### config.mk
export PLATFORM = sky130hd
export DESIGN_NAME = upper_pc_table_flat
export DESIGN_NICKNAME = d
export VERILOG_FILES = /design/src/rtl/core_types_pkg.sv /design/src/rtl/upper_pc_table_if.sv /design/src/rtl/plru_8way.sv /design/src/rtl/upper_pc_table.sv /design/src/flat_wrapper.sv
export SDC_FILE = /design/constraint.sdc
export NUM_CORES = 1
export LEC_CHECK = 0
export CORE_AREA = 2 2 188 190
export CTS_BUF_LIST = sky130_fd_sc_hd__clkbuf_8
export CTS_CLUSTER_SIZE = 40
export DETAILED_ROUTE_END_ITERATION = 7
export DIE_AREA = 0 0 190 192
export GPL_ROUTABILITY_DRIVEN = 0
export PLACE_DENSITY_LB_ADDON = 0.05
export SKIP_CTS_REPAIR_TIMING = 1
export SLEW_MARGIN = 20
export SYNTH_ARGS = -nofsm -noshare
export SYNTH_HDL_FRONTEND = slang
export SYNTH_SLANG_ARGS = --single-unit
### constraint.sdc
create_clock -name CLK -period 4.5 [get_ports CLK]
set_input_delay 0.45 -clock CLK [delete_from_list [all_inputs] [get_ports CLK]]
set_output_delay 0.45 -clock CLK [all_outputs]
set_load 0.01 [all_outputs]
### src/rtl/core_types_pkg.sv
// Shared core types for the branch predictor.
//   UPPER_PC_TABLE_ENTRIES     : number of distinct upper-PC targets tracked
//   LOG_UPPER_PC_TABLE_ENTRIES : index width into the upper-PC table
//   UPPER_PC_WIDTH             : width of PC[31:15]
//   upper_pc_entry_t           : one table entry {valid, upper_PC}
package core_types_pkg;

  localparam int unsigned BTB_TARGET_WIDTH           = 14;
  localparam int unsigned UPPER_PC_TABLE_ENTRIES     = 8;
  localparam int unsigned LOG_UPPER_PC_TABLE_ENTRIES = $clog2(UPPER_PC_TABLE_ENTRIES);
  localparam int unsigned UPPER_PC_WIDTH             = 32 - BTB_TARGET_WIDTH - 1;

  typedef struct packed {
    logic                      valid;
    logic [UPPER_PC_WIDTH-1:0] upper_PC;
  } upper_pc_entry_t;

endpackage

### src/rtl/upper_pc_table_if.sv
// Bus between fetch/resolve logic and the upper-PC table.
//   read_valid / read_index          : fetch expand request
//   read_upper_PC                    : expanded upper PC, one cycle later
//   update0_valid / update0_target_full_PC : resolved-target compress request
//   update1_upper_PC_index / update1_miss  : compress result, one cycle later
// master = requester, slave = the table.
interface upper_pc_table_if;
  import core_types_pkg::*;

  logic                                  read_valid;
  logic [LOG_UPPER_PC_TABLE_ENTRIES-1:0] read_index;
  logic [UPPER_PC_WIDTH-1:0]             read_upper_PC;
  logic                                  update0_valid;
  logic [31:0]                           update0_target_full_PC;
  logic [LOG_UPPER_PC_TABLE_ENTRIES-1:0] update1_upper_PC_index;
  logic                                  update1_miss;

  modport master (
    output read_valid, read_index, update0_valid, update0_target_full_PC,
    input  read_upper_PC, update1_upper_PC_index, update1_miss
  );

  modport slave (
    input  read_valid, read_index, update0_valid, update0_target_full_PC,
    output read_upper_PC, update1_upper_PC_index, update1_miss
  );
endinterface

### src/rtl/plru_8way.sv
// 8-way tree pseudo-LRU.
//   clk, rst_n      : clock, async active-low reset (state cleared to 0)
//   touch0_valid_i / touch0_way_i : first touch this cycle
//   touch1_valid_i / touch1_way_i : second touch, applied after touch0
//   victim_way_o    : combinational victim from the current state
// Node n has children 2n+1 / 2n+2; a node bit of 0 points the victim left.
module plru_8way (
  input  logic       clk,
  input  logic       rst_n,
  input  logic       touch0_valid_i,
  input  logic [2:0] touch0_way_i,
  input  logic       touch1_valid_i,
  input  logic [2:0] touch1_way_i,
  output logic [2:0] victim_way_o
);

  logic [6:0] state_q, state_d, state_t0;

  // Point every node on the way's path away from that way.
  function automatic logic [6:0] touch(input logic [6:0] s, input logic [2:0] w);
    logic [6:0]  r;
    int unsigned n1, n2;
    r     = s;
    n1    = 1 + int'(w[2]);
    n2    = 3 + int'(w[2:1]);
    r[0]  = ~w[2];
    r[n1] = ~w[1];
    r[n2] = ~w[0];
    return r;
  endfunction

  always_comb begin
    state_t0 = state_q;
    if (touch0_valid_i) state_t0 = touch(state_q, touch0_way_i);
    state_d = state_t0;
    if (touch1_valid_i) state_d = touch(state_t0, touch1_way_i);
  end

  always_comb begin
    logic        b0, b1, b2;
    int unsigned n1, n2;
    b0           = state_q[0];
    n1           = 1 + int'(b0);
    b1           = state_q[n1];
    n2           = 3 + int'({b0, b1});
    b2           = state_q[n2];
    victim_way_o = {b0, b1, b2};
  end

  always_ff @(posedge clk or negedge rst_n) begin
    if (!rst_n) state_q <= '0;
    else        state_q <= state_d;
  end

endmodule

### src/rtl/upper_pc_table.sv
// Upper-PC table: maps the 8 distinct PC[31:15] values in use to a 3-bit
// index so BTB/RAS entries only store PC[14:1].
//   CLK  : clock, posedge
//   nRST : async active-low reset
//   bus  : upper_pc_table_if.slave
//     read side   : read_valid/read_index -> read_upper_PC (1 cycle)
//     update side : update0_valid/update0_target_full_PC ->
//                   update1_upper_PC_index/update1_miss (1 cycle)
module upper_pc_table (
  input  logic               CLK,
  input  logic               nRST,
  upper_pc_table_if.slave    bus
);
  import core_types_pkg::*;

  localparam int unsigned ENT = UPPER_PC_TABLE_ENTRIES;
  localparam int unsigned LOG = LOG_UPPER_PC_TABLE_ENTRIES;

  upper_pc_entry_t           table_q [ENT];
  logic [UPPER_PC_WIDTH-1:0] read_upper_PC_q;
  logic [LOG-1:0]            update1_idx_q;
  logic                      update1_miss_q;

  logic [UPPER_PC_WIDTH-1:0] upd_upper;
  logic [ENT-1:0]            hit_vec;
  logic                      hit, any_invalid;
  logic [LOG-1:0]            hit_idx, free_idx, victim_idx, chosen_idx;
  logic                      unused_low_pc;

  assign upd_upper     = bus.update0_target_full_PC[31:15];
  assign unused_low_pc = ^bus.update0_target_full_PC[14:0];

  always_comb begin
    hit_vec = '0;
    hit_idx = '0;
    for (int unsigned i = 0; i < ENT; i++) begin
      hit_vec[i] = table_q[i].valid && (table_q[i].upper_PC == upd_upper);
      if (hit_vec[i]) hit_idx = LOG'(i);
    end
    hit = |hit_vec;
  end

  // Scan downward so the lowest invalid way is the last assignment.
  always_comb begin
    any_invalid = 1'b0;
    free_idx    = '0;
    for (int unsigned i = ENT; i > 0; i--) begin
      if (!table_q[i-1].valid) begin
        any_invalid = 1'b1;
        free_idx    = LOG'(i - 1);
      end
    end
  end

  always_comb begin
    if (hit)              chosen_idx = hit_idx;
    else if (any_invalid) chosen_idx = free_idx;
    else                  chosen_idx = victim_idx;
  end

  // Allocation only happens on a miss, so two matches cannot coexist.
  always_comb begin
    if (nRST && bus.update0_valid) assert ($onehot0(hit_vec));
  end

  plru_8way u_plru (
    .clk            (CLK),
    .rst_n          (nRST),
    .touch0_valid_i (bus.read_valid),
    .touch0_way_i   (bus.read_index),
    .touch1_valid_i (bus.update0_valid),
    .touch1_way_i   (chosen_idx),
    .victim_way_o   (victim_idx)
  );

  // Reads sample table_q before this edge's write: read-before-write.
  always_ff @(posedge CLK or negedge nRST) begin
    if (!nRST) begin
      for (int unsigned i = 0; i < ENT; i++) table_q[i] <= '0;
      read_upper_PC_q <= '0;
      update1_idx_q   <= '0;
      update1_miss_q  <= 1'b0;
    end else begin
      if (bus.read_valid) read_upper_PC_q <= table_q[bus.read_index].upper_PC;
      if (bus.update0_valid) begin
        update1_idx_q <= chosen_idx;
        if (!hit) begin
          table_q[chosen_idx].valid    <= 1'b1;
          table_q[chosen_idx].upper_PC <= upd_upper;
        end
      end
      update1_miss_q <= bus.update0_valid && !hit;
    end
  end

  assign bus.read_upper_PC          = read_upper_PC_q;
  assign bus.update1_upper_PC_index = update1_idx_q;
  assign bus.update1_miss           = update1_miss_q;

endmodule

### src/flat_wrapper.sv
// flat-port wrapper written by rule: the top's interface ports become plain ports
module upper_pc_table_flat import core_types_pkg::*;
  (CLK, nRST, bus_read_valid, bus_read_index, bus_update0_valid, bus_update0_target_full_PC, bus_read_upper_PC, bus_update1_upper_PC_index, bus_update1_miss);
  upper_pc_table_if bus_i ();
  input  logic CLK;
  input  logic nRST;
  input wire logic [$bits(bus_i.read_valid)-1:0] bus_read_valid;
  input wire logic [$bits(bus_i.read_index)-1:0] bus_read_index;
  input wire logic [$bits(bus_i.update0_valid)-1:0] bus_update0_valid;
  input wire logic [$bits(bus_i.update0_target_full_PC)-1:0] bus_update0_target_full_PC;
  output wire logic [$bits(bus_i.read_upper_PC)-1:0] bus_read_upper_PC;
  output wire logic [$bits(bus_i.update1_upper_PC_index)-1:0] bus_update1_upper_PC_index;
  output wire logic [$bits(bus_i.update1_miss)-1:0] bus_update1_miss;
  assign bus_i.read_valid = bus_read_valid;
  assign bus_i.read_index = bus_read_index;
  assign bus_i.update0_valid = bus_update0_valid;
  assign bus_i.update0_target_full_PC = bus_update0_target_full_PC;
  assign bus_read_upper_PC = bus_i.read_upper_PC;
  assign bus_update1_upper_PC_index = bus_i.update1_upper_PC_index;
  assign bus_update1_miss = bus_i.update1_miss;
  upper_pc_table u_core (.CLK(CLK), .nRST(nRST), .bus(bus_i));
endmodule
# Yosys cells after proc, flatten, opt, wreduce, memory -nomap -nowiden
# Cells that the tools add are included.
dict set report word_totals {
  regBits 172
  inputBits 39
  out_inout_bits 21
  elab_cells 127
}
dict set report classes {
  addsub 6
  magnitude_cmp 13
  n_eq_ne 8
  muxes 52
  bitwise 9
  reduce_logical 18
}
# cell count
set ops {}
lappend ops {{bitwise mux 144 bit} 2}
lappend ops {{== test 17 bit} 8}
lappend ops {{demux 18 bit (select 3 bit)} 2}
lappend ops {{binary-select mux 18 bit (select 3 bit)} 1}
lappend ops {{two-way mux 17 bit} 3}
lappend ops {{two-way mux 3 bit} 16}
lappend ops {{greater-or-equal comparator 32 x 1 -> 1 bit, second input constant} 1}
lappend ops {{less-than comparator 32 x 4 -> 1 bit, second input constant} 1}
lappend ops {{bitwise mux 7 bit} 4}
lappend ops {{two-way mux 18 bit} 1}
lappend ops {{two-way mux 1 bit} 15}
lappend ops {{logical AND 1 bit} 14}
lappend ops {{two-way mux 7 bit} 2}
lappend ops {{demux 1 bit (select 3 bit)} 4}
lappend ops {{less-than comparator 3 x 4 -> 1 bit, second input constant} 3}
lappend ops {{adder 2 x 2 -> 3 bit, first input constant} 3}
lappend ops {{greater-or-equal comparator 4 bit, second input constant} 2}
lappend ops {{less-than comparator 2 x 4 -> 1 bit, second input constant} 2}
lappend ops {{inverter 3 -> 4 bit} 2}
lappend ops {{OR reduction 8 bit} 1}
lappend ops {{inverter 1 bit} 7}
lappend ops {{adder 1 x 1 -> 2 bit, first input constant} 3}
lappend ops {{binary-select mux 1 bit (select 3 bit)} 2}
lappend ops {{greater-or-equal comparator 3 x 1 -> 1 bit, second input constant} 2}
lappend ops {{5 further kinds} 5}

# Longest topological paths before layout
dict set report depth {
  depth_word 18
  ltp_mapped 15
  ltp_nobuf 10
}

# Hierarchy
# Synthesis repeated with hierarchy kept, for this count alone.
dict set report hier_totals {
  cells_unflattened 768
  area_unflattened_um2 9669.3
}
# mod n_inst cells_each area_per_inst_um2 seq_area_each_um2
set by_module_without_submodules {}
lappend by_module_without_submodules {upper_pc_table 1 692 8977.4 4129.0}
lappend by_module_without_submodules {plru_8way 1 76 691.9 175.2}

# Worst setup path before layout
# No wires, ideal clock.
dict set report synth_timing {
  kind {input to register}
  startpoint {input port bus_update0_target_full_PC[21]}
  endpoint {register u_core.table_q[133] in the netlist's numbering}
  setup_time_ns 0.128
  t_arrival_ns 3.798
  required_ns 4.372
  slack_ns 0.574
  path_stages 12
  path_buffers 3
  cell_sequence {buf_2 xor2_1 or4_1 or3_1 a2bb2oi_1 and3_1 a31oi_1 ha_1 nor4bb_1 buf_2 buf_2 mux2_1}
}
dict set report synth_between {
  elab_chain_len 16
  elab_cells_between_ends 36
  classes_between {order compare: 2; eq/ne: 8; mux: 13; bitwise: 2; reduce/logical: 11}
}
# element line_no
set synth_lines {}
lappend synth_lines {{from (decl)} flat_wrapper.sv:10} ;# input wire logic [$bits(bus_i.update0_target_full_PC)-1:0] bus_update0_target_full_PC;
lappend synth_lines {{== test 17 bit} upper_pc_table.sv:37} ;# hit_vec[i] = table_q[i].valid && (table_q[i].upper_PC == upd_upper);
lappend synth_lines {{logical AND 1 bit} upper_pc_table.sv:37}
lappend synth_lines {{two-way mux 1 bit} upper_pc_table.sv:38} ;# if (hit_vec[i]) hit_idx = LOG'(i);
lappend synth_lines {{two-way mux 3 bit (6 in series)} upper_pc_table.sv:38}
lappend synth_lines {{two-way mux 3 bit} upper_pc_table.sv:56} ;# if (hit) chosen_idx = hit_idx;
lappend synth_lines {{inverter 3 -> 4 bit (implied by the code)} {upper_pc_table.sv:88, upper_pc_table.sv:89}}
lappend synth_lines {{greater-or-equal comparator 4 bit (implied by the code) or less-than comparator 4 x 1 -> 1 bit (tied branches)} upper_pc_table.sv:89} ;# table_q[chosen_idx].upper_PC <= upd_upper;
lappend synth_lines {{logical AND 1 bit (implied by the code)} upper_pc_table.sv:89}
lappend synth_lines {{two-way mux 17 bit (implied by the code)} upper_pc_table.sv:89}
lappend synth_lines {{demux 18 bit (select 3 bit)} upper_pc_table.sv:89}
lappend synth_lines {{bitwise mux 144 bit} upper_pc_table.sv:89}
lappend synth_lines {{to (decl)} upper_pc_table.sv:19} ;# upper_pc_entry_t table_q [ENT];
# Parallel ways exist; a longest one is shown, timed or not.
# A chain may end at the register's enable or synchronous reset.

# Final worst setup path
dict set report layout_timing {
  startpoint {input port bus_update0_target_full_PC[19]}
  endpoint {register u_core.table_q[65] in the netlist's numbering}
}
dict set report layout_between {
  elab_cells_between_ends 36
  classes_between {order compare: 2; eq/ne: 8; mux: 13; bitwise: 2; reduce/logical: 11}
}
# element line_no
set layout_rtl {}
lappend layout_rtl {{== test 17 bit} upper_pc_table.sv:37}
lappend layout_rtl {{logical AND 1 bit} upper_pc_table.sv:37}
lappend layout_rtl {{two-way mux 3 bit (5 in series)} upper_pc_table.sv:38}
lappend layout_rtl {{two-way mux 3 bit *} upper_pc_table.sv:56}
lappend layout_rtl {{net u_core.chosen_idx[2]} upper_pc_table.sv:27} ;# logic [LOG-1:0] hit_idx, free_idx, victim_idx, chosen_idx;
lappend layout_rtl {{inverter 3 -> 4 bit (implied by the code) *} {upper_pc_table.sv:88, upper_pc_table.sv:89}}
lappend layout_rtl {{greater-or-equal comparator 4 bit (implied by the code) or less-than comparator 4 x 1 -> 1 bit (tied branches)} upper_pc_table.sv:89}
lappend layout_rtl {{logical AND 1 bit (implied by the code)} upper_pc_table.sv:89}
lappend layout_rtl {{two-way mux 17 bit (implied by the code)} upper_pc_table.sv:89}
lappend layout_rtl {{demux 18 bit (select 3 bit)} upper_pc_table.sv:89}
lappend layout_rtl {{bitwise mux 144 bit *} upper_pc_table.sv:89}
# Mark *: on every way through the listed nets, which the timed path passes. The rest lies on a longest branch.

==> flow_metrics.py <==
metrics = {
    "pwr": {
        "power_per_cell_area_nw_per_um2": 751,
        "switchingPower_mw": 3.52,
        "switching_share_pct": 40.5,
        "combPwrFrac_pct": 51.0,
        "power_leakage_nw": 4.44,
        "ir_drop_mv": 0.285,
        "power.internal_mw": 5.16,
        "seqPwrFrac_pct": 34.9,
        "pwr-share-clk_pct": 14.1,
    },
    "floorplan": {
        "io_pins": 60,
        "die_h_um": 192,
        "floorplan.initialDensity_pct": 28.9,
        "coreArea_sq_um": 34300,
        "fp.dieW_um": 190,
        "die-area_sq_um": 36500,
        "rows": 68,
    },
    "clock_tree": {
        "max-clock-path-buffers": 2,
        "cts_root_buffer": "clkbuf_8",
        "cts_tree": "yes",
        "cts_htree_levels": 4,
        "clock_sinks": 172,
        "cts_made_buffers": 17,
        "path_clk_slew_ps": 110,
        "insertion_delay_ps": 500,
    },
    "synthesis": {
        "synth-compound-area-share_pct": 4.53,
        "synth-xor-area-share_pct": 12.1,
        "ys_types": 52,
        "syn_avg_cell_area_sq_um": 11.9,
        "synth_commonest_cells": "dfrtp_1 (172), mux2_2 (101), xnor2_1 (99), nand4_1 (51), nand2_1 (50)",
        "synth_area_leaders": "dfrtp_1 (43%), mux2_2 (11%), xnor2_1 (8.7%)",
        "synth_seq_area_share_pct": 43.4,
        "async_flop_share_pct": 100,
        "synth_edf_count": 0,
        "synth_top_cell_area_share_pct": 43.4,
        "syn_nets": 888,
        "synth_top_area_cell": "dfrtp_1",
        "postSynthCellCount": 836,
        "synth_area_sq_um": 9920,
        "post-synth-top-count-cell": "dfrtp_1",
        "synthAdderAreaFrac_pct": 1.64,
        "synthSimpleGateAreaFrac_pct": 11.2,
        "ys_seq_elements": 172,
        "synth-main-ff-cell": "dfrtp_1",
        "yosysWarnings": 0,
        "synth_top_family_by_area": "multiplexers",
        "synth_mux_area_share_pct": 23.6,
    },
    "timing": {
        "final_hold_viol_count": 0,
        "period_share_pct": 83.3,
        "setup_viol": 0,
        "drv_slew": 0,
        "finClkSkew_ps": 22.5,
        "rsz0062_at_grt": "no",
        "setup_tns_ps": 0,
        "period_minus_slack_ps": 3750,
        "worstMarginPinSlew_ps": 936,
        "slew_headroom_pct": 37.6,
        "fmax_mhz": 267,
    },
    "placed_design": {
        "place_area_sq_um": 11100,
        "dpl.hpwl_um": 23700,
        "port_buffers": 44,
    },
    "detailed_routing": {
        "final_antenna_net_count": 0,
        "wirelength_um": 32600,
        "drc": 0,
        "drt-wirelength-per-cell_um": 24.2,
        "first_pass_iters": 5,
        "viasPerCell": 5.11,
        "vias": 6882,
        "drt_iter0_drc": 525,
    },
    "grt": {
        "grt_pass1_wl_um": 48800,
        "antenna_found_initial": 0,
        "grt_pass1_vias": 7149,
        "overflow": 0,
        "grtUsageTotal_pct": 18.6,
        "grt_max_degree": 109,
    },
    "cells_and_area": {
        "antenna_cells": 0,
        "drive_above_1_share_pct": 26.4,
        "postLayoutCellArea_sq_um": 11500,
        "area_delta_synth_final_pct": 16.4,
        "fin_nets": 932,
    },
    "critical_path": {
        "cp-start-kind": "primary input",
        "worstPathArrival_ps": 4120,
        "r2r_start": "u_core.table_q[122]",
        "path_class": "primary input to register",
        "worstRegToRegCells": 11,
        "worstSetupStartpoint": "bus_update0_target_full_PC[19]",
        "rr_endpoint": "u_core.table_q[133]",
        "crit_path_end_kind": "register",
        "worstPathMaxFanout": 18,
        "crit_required_ps": 4870,
        "worst-r2r-setup-slack_ps": 810,
    },
    "worst_hold_path": {
        "min_path_type": "primary input to async pin",
    },
    "status": {
        "status": "finished, final reports clean",
    },
    "run": {
        "cap_violations": 0,
    },
}
-- worst max-delay path: stages --
cell	delay, ps
clkdlybuf4s50_1	690
xnor2_1	430
nand4_1	130
nor3_1	370
nand4_1	260
nand4_1	230
a31oi_1	80
buf_4	190
inv_1	110
ha_1	210
nor4bb_4	360
buf_12	220
mux2_1	340
-- worst max-delay path by stage --
stage | depth (start not counted) | endpoint | slack, ps
floorplan | 12 | u_core.table_q[133] | 570
global placement | 12 | u_core.table_q[23] | 320
detailed placement | 12 | u_core.table_q[133] | 320
CTS | 11 | u_core.table_q[133] | 820
global route | 13 | u_core.table_q[61] | 610
finish | 13 | u_core.table_q[65] | 750
-- state kept, by name, indices dropped and copies added, names as in the netlist --
name / flops
u_core.table_q: 144
u_core.bus.read_upper_PC: 17
u_core.u_plru.state_q: 7
u_core.bus.update1_upper_PC_index: 3
u_core.bus.update1_miss: 1
-- power by group through the flow --
| stage | Sequential [mW] | Clock [mW] | Combinational (mW) |
|---|---|---|---|
| after floorplan | 2.85 | 0 | 2.91 |
| after global placement | 3.01 | 0 | 4.43 |
| after detailed placement | 3.06 | 0 | 4.47 |
| after CTS | 3.02 | 1.26 | 4.49 |
| after global routing | 3.13 | 1.33 | 4.76 |
| final | 3.03 | 1.22 | 4.43 |
-- cell families (layout without fill, tap and decap cells) --
group	Yosys count	count (layout)
XOR/XNOR	137	137
AND/OR/NAND/NOR	201	201
flip-flops	172	172
buffers and inverters	77	134
AO/OA/AOI/OAI	62	62
multiplexers	174	174
adder cells (fa/ha/maj)	13	13
-- layout by cell type, fill, tap and decap left out, types with 27 or more instances in the layout --
cell type	instances
buf_4	40
clkdlybuf4s50_1	40
dfrtp_1	172
mux2_1	36
mux2_2	101
mux4_2	34
nand2_1	50
nand4_1	51
nor2_1	27
xnor2_1	99
xor2_1	38
-- stage by stage --
step / cells / worst slack [ps] / hold WS [ps] / utilization, % / total power, mW
finish: 1348 / 751 / 88.0 / 33.7 / 8.68
global route: 1348 / 613 / 142 / 33.7 / 9.22
CTS: 1348 / 817 / 144 / 33.7 / 8.77
detailed placement: 1316 / 323 / 509 / 32.4 / 7.52
global placement: 1316 / 315 / 494 / 32.4 / 7.44
floorplan: 836 / 574 / 154 / - / 5.76
-- area by class of cell --
cell class	count	area, sq um
Clock buffer	19	262
Clock inverter	13	165
Fill cell	3391	22700
Inverter	10	37.5
Multi-Input combinational cell	587	5320
Sequential cell	172	4300
Tap cell	455	569
Timing Repair Buffer	92	890
-- layer usage --
layer | wire [um] | global-route usage [%] | up-vias
met3 | 908 | 2.58 | 36
met2 | 15700 | 31.3 | 139
li1 | - | - | 3126
met4 | 702 | 5.84 | 0
met5 | 0 | 0 | -
met1 | 15300 | 24.8 | 3581
(Power assumes the default switching activity.)
